## src/rtl/viterbi_k3_frame_decoder.sv

```systemverilog
// Hard-decision Viterbi decoder for the rate-1/2, K=3 (7,5) code: collects one
// encoded frame, runs the trellis one step per cycle, traces back, then streams bytes out.
module viterbi_k3_frame_decoder #(
  parameter int NBITS = 32
) (
  input  logic       clk,
  input  logic       rst,
  input  logic       in_valid,
  input  logic [7:0] in_data,
  output logic       out_start,
  output logic [7:0] out_data,
  input  logic       out_busy,
  output logic       busy,
  output logic       overrun
);
  localparam int NBYTES = 2 * NBITS / 8;
  localparam int NOUT   = NBITS / 8;
  localparam int CW     = $clog2(NBYTES);
  localparam int SW     = $clog2(NBITS);
  localparam int OW     = (NOUT > 1) ? $clog2(NOUT) : 1;
  localparam int PMW    = $clog2(64 + 2 * NBITS);
  localparam logic [CW-1:0]  LAST_BYTE = CW'(NBYTES - 1);
  localparam logic [SW-1:0]  LAST_STEP = SW'(NBITS - 1);
  localparam logic [OW-1:0]  LAST_OUT  = OW'(NOUT - 1);
  localparam logic [PMW-1:0] PM_FAR    = PMW'(63);

  typedef enum logic [2:0] {COLLECT, ACS, PICK, TRACE, SEND} state_t;

  state_t             state;
  logic [CW-1:0]      cnt;
  logic [2*NBITS-1:0] frame;
  logic [PMW-1:0]     pm     [4];
  logic [PMW-1:0]     pm_nxt [4];
  logic [3:0]         sel;
  logic [3:0]         surv   [NBITS];
  logic [SW-1:0]      step;
  logic [1:0]         cur;
  logic [1:0]         best;
  logic [NBITS-1:0]   dec;
  logic [OW-1:0]      oidx;
  logic               gap;
  logic [7:0]         hold;
  logic [1:0]         rx;

  // State s = {s1,s2}; expected pair is {out1,out0} = {b^s2, b^s1^s2}.
  function automatic logic [1:0] branch_metric(input logic [1:0] s, input logic b,
                                               input logic [1:0] r);
    logic [1:0] diff;
    diff = {b ^ s[0], b ^ s[1] ^ s[0]} ^ r;
    return {1'b0, diff[1]} + {1'b0, diff[0]};
  endfunction

  // Returns {survivor bit, new metric}; a tie keeps the s2=0 predecessor.
  function automatic logic [PMW:0] acs_cell(input logic [1:0] ns, input logic [PMW-1:0] m0,
                                            input logic [PMW-1:0] m1, input logic [1:0] r);
    logic [PMW-1:0] c0;
    logic [PMW-1:0] c1;
    c0 = m0 + PMW'(branch_metric({ns[0], 1'b0}, ns[1], r));
    c1 = m1 + PMW'(branch_metric({ns[0], 1'b1}, ns[1], r));
    return (c1 < c0) ? {1'b1, c1} : {1'b0, c0};
  endfunction

  always_comb begin
    rx = frame[{step, 1'b0} +: 2];
    {sel[0], pm_nxt[0]} = acs_cell(2'd0, pm[0], pm[1], rx);
    {sel[1], pm_nxt[1]} = acs_cell(2'd1, pm[2], pm[3], rx);
    {sel[2], pm_nxt[2]} = acs_cell(2'd2, pm[0], pm[1], rx);
    {sel[3], pm_nxt[3]} = acs_cell(2'd3, pm[2], pm[3], rx);
  end

  always_comb begin
    best = 2'd0;
    if (pm[1] < pm[best]) best = 2'd1;
    if (pm[2] < pm[best]) best = 2'd2;
    if (pm[3] < pm[best]) best = 2'd3;
  end

  // The pulse cycle presents the fresh byte; hold keeps it stable until the next pulse.
  assign out_start = (state == SEND) && !out_busy && !gap;
  assign out_data  = out_start ? dec[{oidx, 3'b000} +: 8] : hold;

  always_ff @(posedge clk or posedge rst) begin
    if (rst) begin
      state   <= COLLECT;
      cnt     <= '0;
      frame   <= '0;
      pm[0]   <= '0;
      pm[1]   <= PM_FAR;
      pm[2]   <= PM_FAR;
      pm[3]   <= PM_FAR;
      for (int i = 0; i < NBITS; i++) surv[i] <= '0;
      step    <= '0;
      cur     <= '0;
      dec     <= '0;
      oidx    <= '0;
      gap     <= 1'b0;
      hold    <= '0;
      busy    <= 1'b0;
      overrun <= 1'b0;
    end else begin
      overrun <= in_valid && (state != COLLECT);
      case (state)
        COLLECT: begin
          if (in_valid) begin
            frame[{cnt, 3'b000} +: 8] <= in_data;
            if (cnt == LAST_BYTE) begin
              cnt   <= '0;
              step  <= '0;
              pm[0] <= '0;
              pm[1] <= PM_FAR;
              pm[2] <= PM_FAR;
              pm[3] <= PM_FAR;
              busy  <= 1'b1;
              state <= ACS;
            end else begin
              cnt <= cnt + 1'b1;
            end
          end
        end
        ACS: begin
          for (int n = 0; n < 4; n++) pm[n] <= pm_nxt[n];
          surv[step] <= sel;
          if (step == LAST_STEP) state <= PICK;
          else step <= step + 1'b1;
        end
        PICK: begin
          cur   <= best;
          step  <= LAST_STEP;
          state <= TRACE;
        end
        TRACE: begin
          dec[step] <= cur[1];
          cur       <= {cur[0], surv[step][cur]};
          if (step == '0) begin
            oidx  <= '0;
            gap   <= 1'b0;
            state <= SEND;
          end else begin
            step <= step - 1'b1;
          end
        end
        SEND: begin
          gap <= out_start;
          if (out_start) begin
            hold <= out_data;
            if (oidx == LAST_OUT) begin
              oidx  <= '0;
              busy  <= 1'b0;
              gap   <= 1'b0;
              state <= COLLECT;
            end else begin
              oidx <= oidx + 1'b1;
            end
          end
        end
        default: state <= COLLECT;
      endcase
    end
  end

endmodule

```

## config.mk

```make
export PLATFORM = sky130hd
export DESIGN_NAME = viterbi_k3_frame_decoder
export DESIGN_NICKNAME = d
export VERILOG_FILES = /design/src/rtl/viterbi_k3_frame_decoder.sv
export SDC_FILE = /design/constraint.sdc
export NUM_CORES = 1
export LEC_CHECK = 0
export CAP_MARGIN = 20
export CORE_UTILIZATION = 57
export CTS_CLUSTER_DIAMETER = 30
export DETAILED_ROUTE_END_ITERATION = 7
export GPL_TIMING_DRIVEN = 0
export PLACE_DENSITY = 0.8
export SYNTH_ARGS = -nofsm -noshare
export SYNTH_HDL_FRONTEND = slang
export SYNTH_SLANG_ARGS = --single-unit
```

## constraint.sdc

```tcl
create_clock -name clk -period 9 [get_ports clk]
set_input_delay 1.35 -clock clk [delete_from_list [all_inputs] [get_ports clk]]
set_output_delay 1.35 -clock clk [all_outputs]
set_load 0.005 [all_outputs]
```

# Word-level counts from Yosys, hierarchy flattened

Cells that the tools add are included.

Shift operators: 4
Reduce and logical (&&, ||, !) cells: 23
Bitwise gates (word level): 6
$add $sub $neg: 17
$lt $le $gt $ge: 14
Mux-type cells: 56
Equal/unequal tests: 15

Operator list:

| kind                                                                   | number |
|---|---|
| 128-bit bitwise mux                                                    | 1 |
| 64-bit bitwise mux                                                     | 1 |
| 8-bit by 8-bit variable shift with 64-bit output, first input constant | 1 |
| 64-bit by 7-bit indexed part select with 2-bit output                  | 1 |
| 8-bit by 8-bit indexed part select with 64-bit output                  | 1 |
| 7-bit by 2-bit adder with 7-bit output                                 | 8 |
| 28-bit two-way mux                                                     | 2 |
| 28-bit one-hot mux with 2 select lines                                 | 1 |
| 7-bit < comparator                                                     | 7 |
| 8-bit two-way mux                                                      | 5 |
| 32-bit bitwise mux                                                     | 1 |
| 32-bit by 6-bit indexed part select with 8-bit output                  | 1 |
| 7-bit binary-select mux with 2-bit select                              | 2 |
| 7-bit two-way mux                                                      | 4 |
| 3-bit two-way mux                                                      | 7 |
| 4-bit binary-select mux with 5-bit select                              | 1 |
| 4-bit demux with 5-bit select                                          | 1 |
| 5-bit two-way mux                                                      | 4 |
| 5-bit one-hot mux with 4 select lines                                  | 1 |
| 3-bit one-hot mux with 5 select lines                                  | 1 |
| 2-bit != test, second input constant                                   | 7 |
| 4-bit two-way mux                                                      | 3 |
| 1-bit two-way mux                                                      | 10 |
| 2-bit two-way mux                                                      | 5 |
| other kinds (37)                                                       | 59 |

Input bits: 12
Bits in registers: 278
Logic and storage cells: 182

# Depth between registers and ports, before layout

Gate-level depths: netlist of run 1.

Depth in word-level cells: 15
Depth in mapped cells: 23
Mapped depth without buffers: 20

# Worst setup path before layout of run 1

No wires, ideal clock.

Path type: register to register
From: register step[1]
To: register pm[2] (netlist bit)
Setup time: 61 ps
Stages on the path, launching flop included: 23
Period minus slack after synthesis: 4,911 ps
Slack: 4,089 ps
Arrival: 4,850 ps
Path through: dfrtp_1 > buf_6 > buf_6 > buf_4 > buf_2 > mux4_2 > a22o_1 > nor4_2 > ha_1 > inv_1 > ha_1 > fa_1 > and2_1 > nand2_1 > xor2_1 > inv_1 > ha_1 > nand2_1 > o21a_1 > o21ai_1 > clkbuf_1 > mux2i_1 > o22a_1

Word-level cells in the longest chain between the ends: 7
Elaborated cells on any way between the ends: 10
Those cells by class: add/sub (4); order compare (1); shift (1); mux (2); bitwise (2)

RTL lines:

| item                                                             | RTL line | text |
|---|---|---|
| from (decl)                                                      | 36       | `logic [SW-1:0] step;` |
| from (signal assigned)                                           | 124      | `else step <= step + 1'b1;` |
| from (signal assigned)                                           | 139      | `step <= step - 1'b1;` |
| 64-bit by 7-bit indexed part select with 2-bit output *          | 64       | `rx = frame[{step, 1'b0} +: 2];` |
| 1-bit NOT (no source line)                                       | n/a      |  |
| 1-bit by 1-bit adder with 2-bit output                           | 50       | `return {1'b0, diff[1]} + {1'b0, diff[0]};` |
| 7-bit by 2-bit adder with 7-bit output, on equally long branches | 59, 58   |  |
| 7-bit < comparator                                               | 60       | `return (c1 < c0) ? {1'b1, c1} : {1'b0, c0};` |
| 8-bit two-way mux *                                              | 60       |  |
| 28-bit one-hot mux with 2 select lines *                         | 102      | `case (state)` |
| to (decl)                                                        | 32       | `logic [PMW-1:0] pm [4];` |

Every way passes the cells marked *; elsewhere a longest branch is shown, timed or not.
A chain may end at the register's enable or synchronous reset.

# Worst setup path in the final report of run 1

From: register step[1]
To: register pm[6] (netlist bit)

Same word-level chain as after synthesis.

==> results of run 1 <==
[cells by family (layout without fill, tap and decap cells)]
group | count (synthesis) | after routing
AO/OA/AOI/OAI | 261 | 261
multiplexers | 221 | 221
flip-flops | 278 | 278
adder cells (fa/ha/maj) | 78 | 78
AND/OR/NAND/NOR | 437 | 437
other | 0 | 1
buffers and inverters | 112 | 239
XOR/XNOR | 41 | 41
[stage by stage]
step	hold WS (ns)	cell area, um^2	cells
global placement	0.452	16100	1785
global route	0.488	18100	1890
floorplan	0.439	15400	1428
CTS	0.471	18100	1890
detailed placement	0.457	16100	1789
finish	0.465	18100	1891
[flip-flops by register name, indices dropped and copies added, names as in the netlist]
name	flops
cur	2
gap	1
dec	32
pm	28
surv	128
busy	1
state	3
cnt	3
oidx	2
frame	64
hold	8
overrun	1
step	5
[worst min-delay path by stage]
stage                     startpoint      end  slack (ns)
final                        hold[4]  hold[4]        0.47
after global routing         hold[0]  hold[0]        0.49
after CTS                    hold[0]  hold[0]        0.47
after detailed placement     hold[6]  hold[6]        0.46
after global placement       hold[0]  hold[0]        0.45
after floorplan              hold[0]  hold[0]        0.44
[layout by cell type, fill, tap and decap left out, types with 43 or more instances in the layout]
master / n
nor2_1: 90
dfrtp_1: 260
o21ai_0: 118
clkbuf_16: 54
ha_1: 69
clkbuf_1: 52
mux4_2: 49
mux2_2: 133
a21oi_1: 43
nand2_1: 250
[Yosys cell counts (8+ instances only)]
library cell  instances  area, um^2
mux4_2               49        1100
xnor2_1              19         166
dfstp_2              18         473
ha_1                 69         863
xor2_1               22         193
fa_1                  9         180
and2_1                8        50.1
a22o_1               18         158
dfrtp_1             260        6510
o21ai_0             118         591
nor2b_1               9        56.3
mux2i_1              36         360
nand2_1             250         938
buf_4                 8        60.1
a21o_1               17         128
o22a_1                9        78.8
a21oi_1              43         215
inv_1                34         128
a31oi_1               9        56.3
buf_2                10        50.1
nand3_1              28         140
nor2_1               90         338
clkbuf_1             48         180
nor3_1               11        55.1
mux2_2              133        1500
[worst max-delay path, delay by kind of cell (launching register included)]
family | cells | cell delay [ns]
AND/OR/NAND/NOR | 3 | 0.76
XOR/XNOR | 1 | 0.21
AO/OA/AOI/OAI | 6 | 1.24
multiplexers | 1 | 0.40
flip-flops | 1 | 0.49
adder cells (fa/ha/maj) | 4 | 1.34
buffers and inverters | 7 | 1.84
[area by class of cell]
type                            instances  share of cell area [%]
Buffer                                 77                    2.12
Inverter                               35                   0.767
Clock inverter                         38                    3.03
Multi-Input combinational cell       1038                    43.7
Clock buffer                           63                    7.92
Timing Repair Buffer                   26                    1.59
Sequential cell                       278                    38.5
Tap cell                              335                    2.31
Antenna cell                            1                  0.0138
[metal layers]
metal | up-vias | track usage (%)
li1 | 5270 | -
met1 | 6025 | 40.8
met2 | 666 | 51.8
met3 | 169 | 7.22
met4 | 0 | 15.1
met5 | - | 0
==> results.py, run 1 <==
metrics = {
    "hold_path": {
        "hp-class": "reg -> reg",
        "hold_path_depth": 2,
    },
    "sta": {
        "fin_crit_sh_pct": 71.2,
        "finalMaxSlewViolations": 0,
        "worst_slew_pin_slew_ns": 0.925,
        "fmax_mhz": 156,
        "hold_violations": 0,
        "finalSetupViolations": 0,
        "fin_setup_tns_ns": 0,
        "rsz0062_at_grt": "no",
        "max_slew_margin_pct": 37.9,
        "setup_ws_ns": 2.59,
        "period_needed_ns": 6.41,
        "fin_worst_skew_ns": 0.0210,
    },
    "clock_tree": {
        "cts_tree": "yes",
        "htree_levels": 2,
        "cts_made_buffers": 54,
        "cts_num_sinks": 278,
        "clockBufferDepth": 3,
        "post_cts_resized": 0,
        "cts_setup_buffers": 0,
        "clk_pin_slew_worst_paths_ns": 0.05,
        "cts-root-buf": "clkbuf_16",
        "clock_latency_ns": 0.58,
        "cts_hold_buf": 0,
    },
    "detailed_routing": {
        "dr.pass1.iters": 8,
        "drtIter0Drc": 1479,
        "top_layer": "met4",
        "wirelength_um": 42800,
        "route.detailed.drc": 4,
        "vias_per_cell": 6.41,
        "wl_met3_um": 4140,
        "wl_met1_um": 16300,
        "wire_per_inst_um": 22.6,
        "vias": 12100,
        "ant_nets": 0,
        "wl_met2_um": 20500,
    },
    "logic_synthesis": {
        "async_flop_share_pct": 100,
        "syn_area_um2": 15400,
        "synth_xor_xnor_area_share_pct": 2.33,
        "postSynthRegisterBits": 278,
        "synth_ff_type": "dfrtp_1",
        "ys_seq_area_share_pct": 45.3,
        "synth.avg_cell_area_um2": 10.8,
        "synth_edf_count": 0,
        "synth_fa_ha_area_share_pct": 6.77,
        "synth-compound-area-share_pct": 10.4,
        "synth.area.mux_share_pct": 19.5,
        "synth_top_family_by_area": "multiplexers",
        "synthCells": 1428,
        "yosysWarnings": 0,
        "synth-simple-area-share_pct": 12.4,
        "synthDistinctLibCells": 69,
        "syn_nets": 1518,
    },
    "finish": {
        "seq_area_um2": 6980,
        "area_growth_pct": 17.5,
        "final_nets": 1600,
        "multiInputGateArea_um2": 7920,
        "final_layout_size_suffix_gt1_share_pct": 22.3,
        "n_fill_cell": 1817,
        "post-route-util_pct": 68.9,
    },
    "worst_setup_path": {
        "cpMostUsedCell": "ha_1",
        "cp-startpoint": "step[1]",
        "cpPeakStageDelay_ns": 0.64,
        "reg2reg_setup_slack_ns": 2.59,
        "r2r_end": "pm[6]",
        "path_cells": "buf_6 -> buf_6 -> buf_4 -> buf_2 -> mux4_2 -> a22o_1 -> nor4_2 -> ha_1 -> inv_1 -> ha_1 -> fa_1 -> and2_1 -> nand2_1 -> xor2_1 -> inv_1 -> ha_1 -> a21oi_1 -> o21a_1 -> o21a_1 -> clkbuf_1 -> o21ai_0 -> a22o_1",
        "cpMaxStageDelayCell": "clkbuf_1",
        "critPathRequiredTime_ns": 9.45,
        "critPathMaxFanout": 10,
        "endpoint": "pm[6]",
        "regToRegStartpoint": "step[1]",
        "crit_arrival_ns": 6.87,
        "end_kind": "register",
        "reg2reg_depth": 22,
        "crit_type": "reg -> reg",
        "startpoint_type": "register",
    },
    "global_routing": {
        "track_usage_pct": 31.9,
        "globalRouteOverflowTotal": 0,
        "antenna_found_initial": 0,
        "grt_max_degree": 138,
        "grt_first_pass_wirelength_um": 69200,
        "grt_pass1_vias": 12600,
    },
    "die": {
        "die_w_um": 166,
        "coreArea_um2": 26300,
        "rows": 59,
        "die_h_um": 166,
        "initial_core_util_pct": 58.6,
        "dieArea_um2": 27700,
        "io_pins": 23,
    },
    "placed_design": {
        "hpwl_um": 28800,
        "portBuffers": 22,
        "place_congestion": 0.934,
        "place_ws_ns": 2.82,
    },
    "flow_run": {
        "drv_cap": 0,
    },
    "status": {
        "outcome": "finished, violations left",
        "violations": "DRC",
    },
}
Power of run 1 is left out: the tool's default activity adds up to more than one toggle a clock period on the data nets, which glitch-free logic cannot reach.
==> run 2, diff against run 1 <==
==> constraint.sdc (replaced) <==
create_clock -name clk -period 5.2 [get_ports clk]
set_input_delay 0.78 -clock clk [delete_from_list [all_inputs] [get_ports clk]]
set_output_delay 0.78 -clock clk [all_outputs]
set_load 0.005 [all_outputs]
==> run 2 against run 1 <==
  * The flow still finishes with violations (DRC)
  * Worst hold slack gained 0.0025 ns
  * Sequential share of layout area shrank 0.91 points
  * Wire length is 0.46% higher
  * Global-route usage grew 0.16 points
  * First-iteration DRC count is 17% lower
  * Die area stayed put
  * Highest routed layer unchanged
==> results.py, run 2 (same netlist as run 1, synthesis figures left out) <==
metrics = {
    "worst_setup_path": {
        "end_kind": "register",
        "path_cells": "buf_12 -> buf_6 -> buf_6 -> mux4_2 -> a22o_1 -> nor4_4 -> buf_4 -> ha_4 -> ha_1 -> fa_2 -> nand3_1 -> xor2_1 -> inv_1 -> ha_1 -> nand2_1 -> o21ai_1 -> a31oi_4 -> buf_4 -> buf_2 -> mux2_2",
        "critPathMaxFanout": 14,
        "reg2reg_setup_slack_ns": 0.1,
        "reg2reg_depth": 20,
        "startpoint_type": "register",
        "critPathRequiredTime_ns": 5.64,
        "cpPeakStageDelay_ns": 0.50,
        "r2r_end": "surv[0]",
        "regToRegStartpoint": "step[1]",
        "cp_top_family": "buffers and inverters",
        "crit_type": "reg -> reg",
        "cpMaxStageDelayCell": "dfrtp_2",
        "crit_arrival_ns": 5.54,
        "path_buf_inv": 7,
    },
    "finish": {
        "final_common_cell": "dfrtp_1",
        "area_growth_pct": 20.5,
        "final_layout_size_suffix_gt1_share_pct": 25.2,
        "post-route-util_pct": 70.6,
        "largest_reg_flops": 128,
        "diodes": 0,
        "top_register": "surv",
        "final_cell_mix": "dfrtp_1, nand2_1, mux2_2",
        "final_nets": 1613,
        "top_regs": "surv: 128 flops, frame: 64 flops, dec: 32 flops",
    },
    "detailed_routing": {
        "vias": 12200,
        "wire_per_inst_um": 22.6,
        "drtIter0Drc": 1232,
        "dr.pass1.iters": 7,
        "ant_nets": 0,
        "wirelength_um": 43000,
        "route.detailed.drc": 2,
        "vias_per_cell": 6.39,
    },
    "clock_tree": {
        "clockBufferDepth": 3,
        "cts_num_sinks": 278,
        "cts_tree": "yes",
        "cts_made_buffers": 55,
        "clk_pin_slew_worst_paths_ns": 0.05,
        "cts-root-buf": "clkbuf_16",
        "clock_latency_ns": 0.57,
        "htree_levels": 2,
        "cts_hold_buf": 0,
    },
    "sta": {
        "fin_worst_skew_ns": 0.0184,
        "worst_slew_pin_slew_ns": 0.894,
        "fin_crit_sh_pct": 98.1,
        "finalSetupViolations": 0,
        "fmax_mhz": 196,
        "period_needed_ns": 5.10,
        "hold_violations": 0,
        "finalMaxSlewViolations": 0,
        "max_slew_margin_pct": 39.9,
    },
    "global_routing": {
        "grt_max_degree": 44,
        "antenna_found_initial": 0,
        "globalRouteOverflowTotal": 0,
        "grt_pass1_vias": 12800,
        "grt_first_pass_wirelength_um": 69300,
        "track_usage_pct": 32.1,
    },
    "die": {
        "die_w_um": 166,
        "die_h_um": 166,
        "coreArea_um2": 26300,
        "dieArea_um2": 27700,
        "io_pins": 23,
        "initial_core_util_pct": 58.6,
        "rows": 59,
    },
    "status": {
        "violations": "DRC",
        "outcome": "finished, violations left",
    },
    "hold_path": {
        "worst_hold_path.endpoint": "hold[0]",
        "hp-class": "reg -> reg",
        "hold_path_depth": 2,
        "min_from": "hold[0]",
    },
    "flow_run": {
        "drv_cap": 0,
    },
    "placed_design": {
        "place_congestion": 0.952,
        "hpwl_um": 29300,
        "portBuffers": 22,
    },
}
-- run 2: cell types whose count changed in the layout (fill, tap and decap cells not counted), moves of 4 or more --
cell	before	now
clkbuf_8	5	10
inv_6	7	2
clkbuf_1	52	37
buf_12	0	11
o21a_1	7	1
buf_4	9	15
clkbuf_2	0	4
-- run 2: how the worst max path moves through the flow --
stage | startpoint | endpoint | slack, ns | cells after the start
2_1_floorplan | step[1] | pm[2] | 0.29 | 22
3_3_place_gp | rst | hold[2] | -1.20 | 2
3_5_place_dp | step[1] | pm[6] | -1.06 | 23
4_1_cts | step[0] | pm[16] | -0.03 | 20
5_1_grt | step[3] | pm[2] | -0.06 | 22
6_report | step[1] | surv[0] | 0.1 | 20
-- run 2: area by class of cell --
cell class | instances | area (um^2)
Buffer | 73 | 483
Clock buffer | 69 | 1530
Clock inverter | 35 | 494
Fill cell | 1704 | 7720
Inverter | 35 | 135
Multi-Input combinational cell | 1038 | 8040
Sequential cell | 278 | 6980
Tap cell | 335 | 419
Timing Repair Buffer | 42 | 483
-- run 2: timing repair --
action / in CTS / in global routing
setup buffers: 5 / 4
endpoints found under the setup margin: 158 / 139
gates resized for setup: 54 / 24
pin swaps: 5 / 4
gates cloned: 1 / 1
-- run 2: through the flow --
| step | cells | hold WS [ns] | cell area (um^2) | worst slack [ns] | TNS, ns |
|---|---|---|---|---|---|
| final | 1905 | 0.468 | 18600 | 0.0996 | 0 |
| after global routing | 1905 | 0.491 | 18600 | -0.0636 | -0.499 |
| after CTS | 1902 | 0.471 | 18400 | -0.0325 | -0.0520 |
| after detailed placement | 1794 | 0.458 | 16200 | -1.06 | -124.86 |
| after global placement | 1785 | 0.452 | 16100 | -1.20 | -411.63 |
| after floorplan | 1428 | 0.439 | 15400 | 0.289 | 0 |
-- run 2: routing by layer --
metal  routed length (um)  track usage, %  part of all wire, %  vias to the layer above
met5                    0               0                    0                        -
li1                     -               -                    -                     5286
met2                20700            51.8                   48                      631
met1                16600            40.7                   39                     6115
met3                 3850            7.22                  8.9                      140
met4                 1890            16.6                  4.4                        0
-- run 2: worst reg2reg max path, delay by kind of cell (launching register included) --
family	cells	cell delay, ns
AND/OR/NAND/NOR	3	0.44
AO/OA/AOI/OAI	3	0.67
adder cells (fa/ha/maj)	4	1.20
multiplexers	2	0.64
buffers and inverters	7	1.30
flip-flops	1	0.50
XOR/XNOR	1	0.21
Power of run 2 is left out for the same reason.
==> run 3, diff against run 2 <==
--- a/config.mk
+++ b/config.mk
@@ -6,11 +6,11 @@
 export NUM_CORES = 1
 export LEC_CHECK = 0
 export CAP_MARGIN = 20
-export CORE_UTILIZATION = 57
+export CORE_UTILIZATION = 55
 export CTS_CLUSTER_DIAMETER = 30
 export DETAILED_ROUTE_END_ITERATION = 7
 export GPL_TIMING_DRIVEN = 0
-export PLACE_DENSITY = 0.8
+export PLACE_DENSITY = 0.78
 export SYNTH_ARGS = -nofsm -noshare
 export SYNTH_HDL_FRONTEND = slang
 export SYNTH_SLANG_ARGS = --single-unit
==> run 3 against run 2 <==
  * The run now ends clean
  * Fmax is 0.26% higher
  * Wire length increased by 0.26%
  * Worst setup slack gained 0.013 ns
  * Clock skew fell by 0.0020 ns
  * Cell area rose by 1.2%
  * Non-clock buffer count grew 4
  * Critical path depth up 2
  * Register-to-register slack about the same
  * Cell count increased by 2.8%
  * Die area up 3.6%
  * Global-route usage fell by 0.92 points
  * Flip-flop and latch count did not move
  * Critical path type unchanged
  * Critical endpoint is now pm[16]
==> results.py, run 3 (same netlist as run 1, synthesis figures left out) <==
metrics = {
    "status": {
        "outcome": "finished, final reports clean",
    },
    "finish": {
        "diodes": 0,
        "seq_area_um2": 6980,
        "final_common_cell": "dfrtp_1",
        "final_cell_mix": "dfrtp_1, nand2_1, mux2_2",
        "multiInputGateArea_um2": 8050,
        "final_nets": 1623,
        "top_register": "surv",
        "largest_reg_flops": 128,
        "top_regs": "surv: 128 flops, frame: 64 flops, dec: 32 flops",
        "final_layout_size_suffix_gt1_share_pct": 26.4,
        "area_growth_pct": 21.9,
        "n_fill_cell": 1834,
    },
    "clock_tree": {
        "clockBufferDepth": 3,
        "clk_pin_slew_worst_paths_ns": 0.05,
        "cts_tree": "yes",
        "cts_hold_buf": 0,
        "cts-root-buf": "clkbuf_16",
        "clock_latency_ns": 0.59,
        "htree_levels": 2,
        "cts_num_sinks": 278,
        "cts_made_buffers": 61,
    },
    "worst_setup_path": {
        "crit_type": "reg -> reg",
        "cpPeakStageDelay_ns": 0.43,
        "cpMaxStageDelayCell": "fa_1",
        "crit_arrival_ns": 5.57,
        "critPathRequiredTime_ns": 5.68,
        "end_kind": "register",
        "path_cells": "buf_12 -> buf_12 -> buf_8 -> buf_8 -> mux4_2 -> a22o_1 -> nor4_4 -> buf_4 -> ha_4 -> inv_1 -> ha_2 -> fa_1 -> nand3_1 -> xor2_1 -> inv_1 -> ha_1 -> nand2_1 -> o21a_1 -> o21ai_4 -> clkbuf_4 -> mux2i_1 -> a21oi_1",
        "startpoint_type": "register",
        "critPathMaxFanout": 19,
    },
    "detailed_routing": {
        "route.detailed.drc": 0,
        "vias_per_cell": 6.23,
        "wire_per_inst_um": 22.0,
        "wirelength_um": 43100,
        "dr.pass1.iters": 5,
        "drtIter0Drc": 1111,
        "vias": 12200,
        "ant_nets": 0,
    },
    "placed_design": {
        "hpwl_um": 29500,
        "portBuffers": 22,
        "place_congestion": 0.945,
        "place_ws_ns": -1.05,
    },
    "sta": {
        "period_needed_ns": 5.09,
        "finalMaxSlewViolations": 0,
        "max_slew_margin_pct": 37.1,
        "setup_ws_ns": 0.113,
        "hold_violations": 0,
        "fmax_mhz": 197,
        "fin_worst_skew_ns": 0.0164,
        "finalSetupViolations": 0,
        "worst_slew_pin_slew_ns": 0.937,
        "fin_crit_sh_pct": 97.8,
    },
    "die": {
        "die_w_um": 169,
        "dieArea_um2": 28700,
        "io_pins": 23,
        "coreArea_um2": 27300,
        "die_h_um": 169,
        "rows": 60,
        "initial_core_util_pct": 56.6,
    },
    "global_routing": {
        "antenna_found_initial": 0,
        "grt_max_degree": 45,
        "grt_first_pass_wirelength_um": 68600,
        "track_usage_pct": 31.1,
        "globalRouteOverflowTotal": 0,
        "grt_pass1_vias": 12700,
    },
    "hold_path": {
        "hp-class": "reg -> reg",
    },
    "flow_run": {
        "drv_cap": 0,
    },
}
[run 3: cell count changes in the layout (fill, tap and decap cells not counted), moves of 2 or more]
cell,previous run,this run
clkbuf_1,37,34
clkbuf_8,10,7
clkinvlp_4,12,9
clkbuf_4,2,6
inv_6,2,12
buf_6,8,5
bufinv_16,9,7
clkinv_2,6,9
buf_2,11,9
buf_4,15,21
clkinv_4,5,10
clkbuf_16,57,61
[run 3: path summary, 6_finish.rpt]
check / from / to / slack (ns) / cells past startpoint
max in group asynchronous: rst / dec[3] / 3.53 / 5
max reg2reg: step[1] / pm[16] / 0.11 / 22
min: hold[5] / hold[5] / 0.47 / 2
min in group asynchronous: rst / pm[27] / 0.58 / 2
max: step[1] / pm[16] / 0.11 / 22
min reg2reg: hold[5] / hold[5] / 0.47 / 2
[run 3: cell type report]
type / count / share of cell area (%)
buffer: 75 / 2.66
clock buffer: 67 / 8.51
clock inverter: 49 / 3.08
inverter: 35 / 0.720
multi-input combinational: 1038 / 42.9
sequential: 278 / 37.2
tap: 372 / 2.48
timing repair buffer: 44 / 2.50
[run 3: layer usage]
metal,up-vias,part of all wire [%],global-route usage [%],wire length [um]
met5,-,0,0,0
met4,0,5.2,16.1,2260
met3,181,7.4,6.13,3210
met2,619,48,51.2,20700
met1,6078,39,39.3,17000
li1,5329,-,-,-
[run 3: repair_timing]
item | in CTS | in global routing
gates resized for setup | 46 | 37
pin swaps | 5 | 3
setup buffers | 7 | 6
endpoints found under the setup margin | 158 | 132
[run 3: critical path: cells and delay by family (launching register included)]
family | cells | cell delay (ns)
compound gates | 4 | 0.88
buf+inv | 8 | 1.36
simple gates | 3 | 0.40
flops | 1 | 0.42
xor+xnor | 1 | 0.21
mux | 2 | 0.59
fa+ha+maj | 4 | 1.11
[run 3: stage by stage]
stage               hold WS, ns  std cells  cell area, um^2  util (%)  setup TNS (ns)
finish                    0.465       1958            18800      68.9               0
global route              0.485       1958            18800      68.9        -0.00471
CTS                       0.471       1953            18600      68.4         -0.0218
detailed placement        0.460       1831            16300      59.6         -124.59
global placement          0.451       1822            16100      59.1         -416.41
floorplan                 0.439       1428            15400         -               0
Power of run 3 is left out for the same reason.
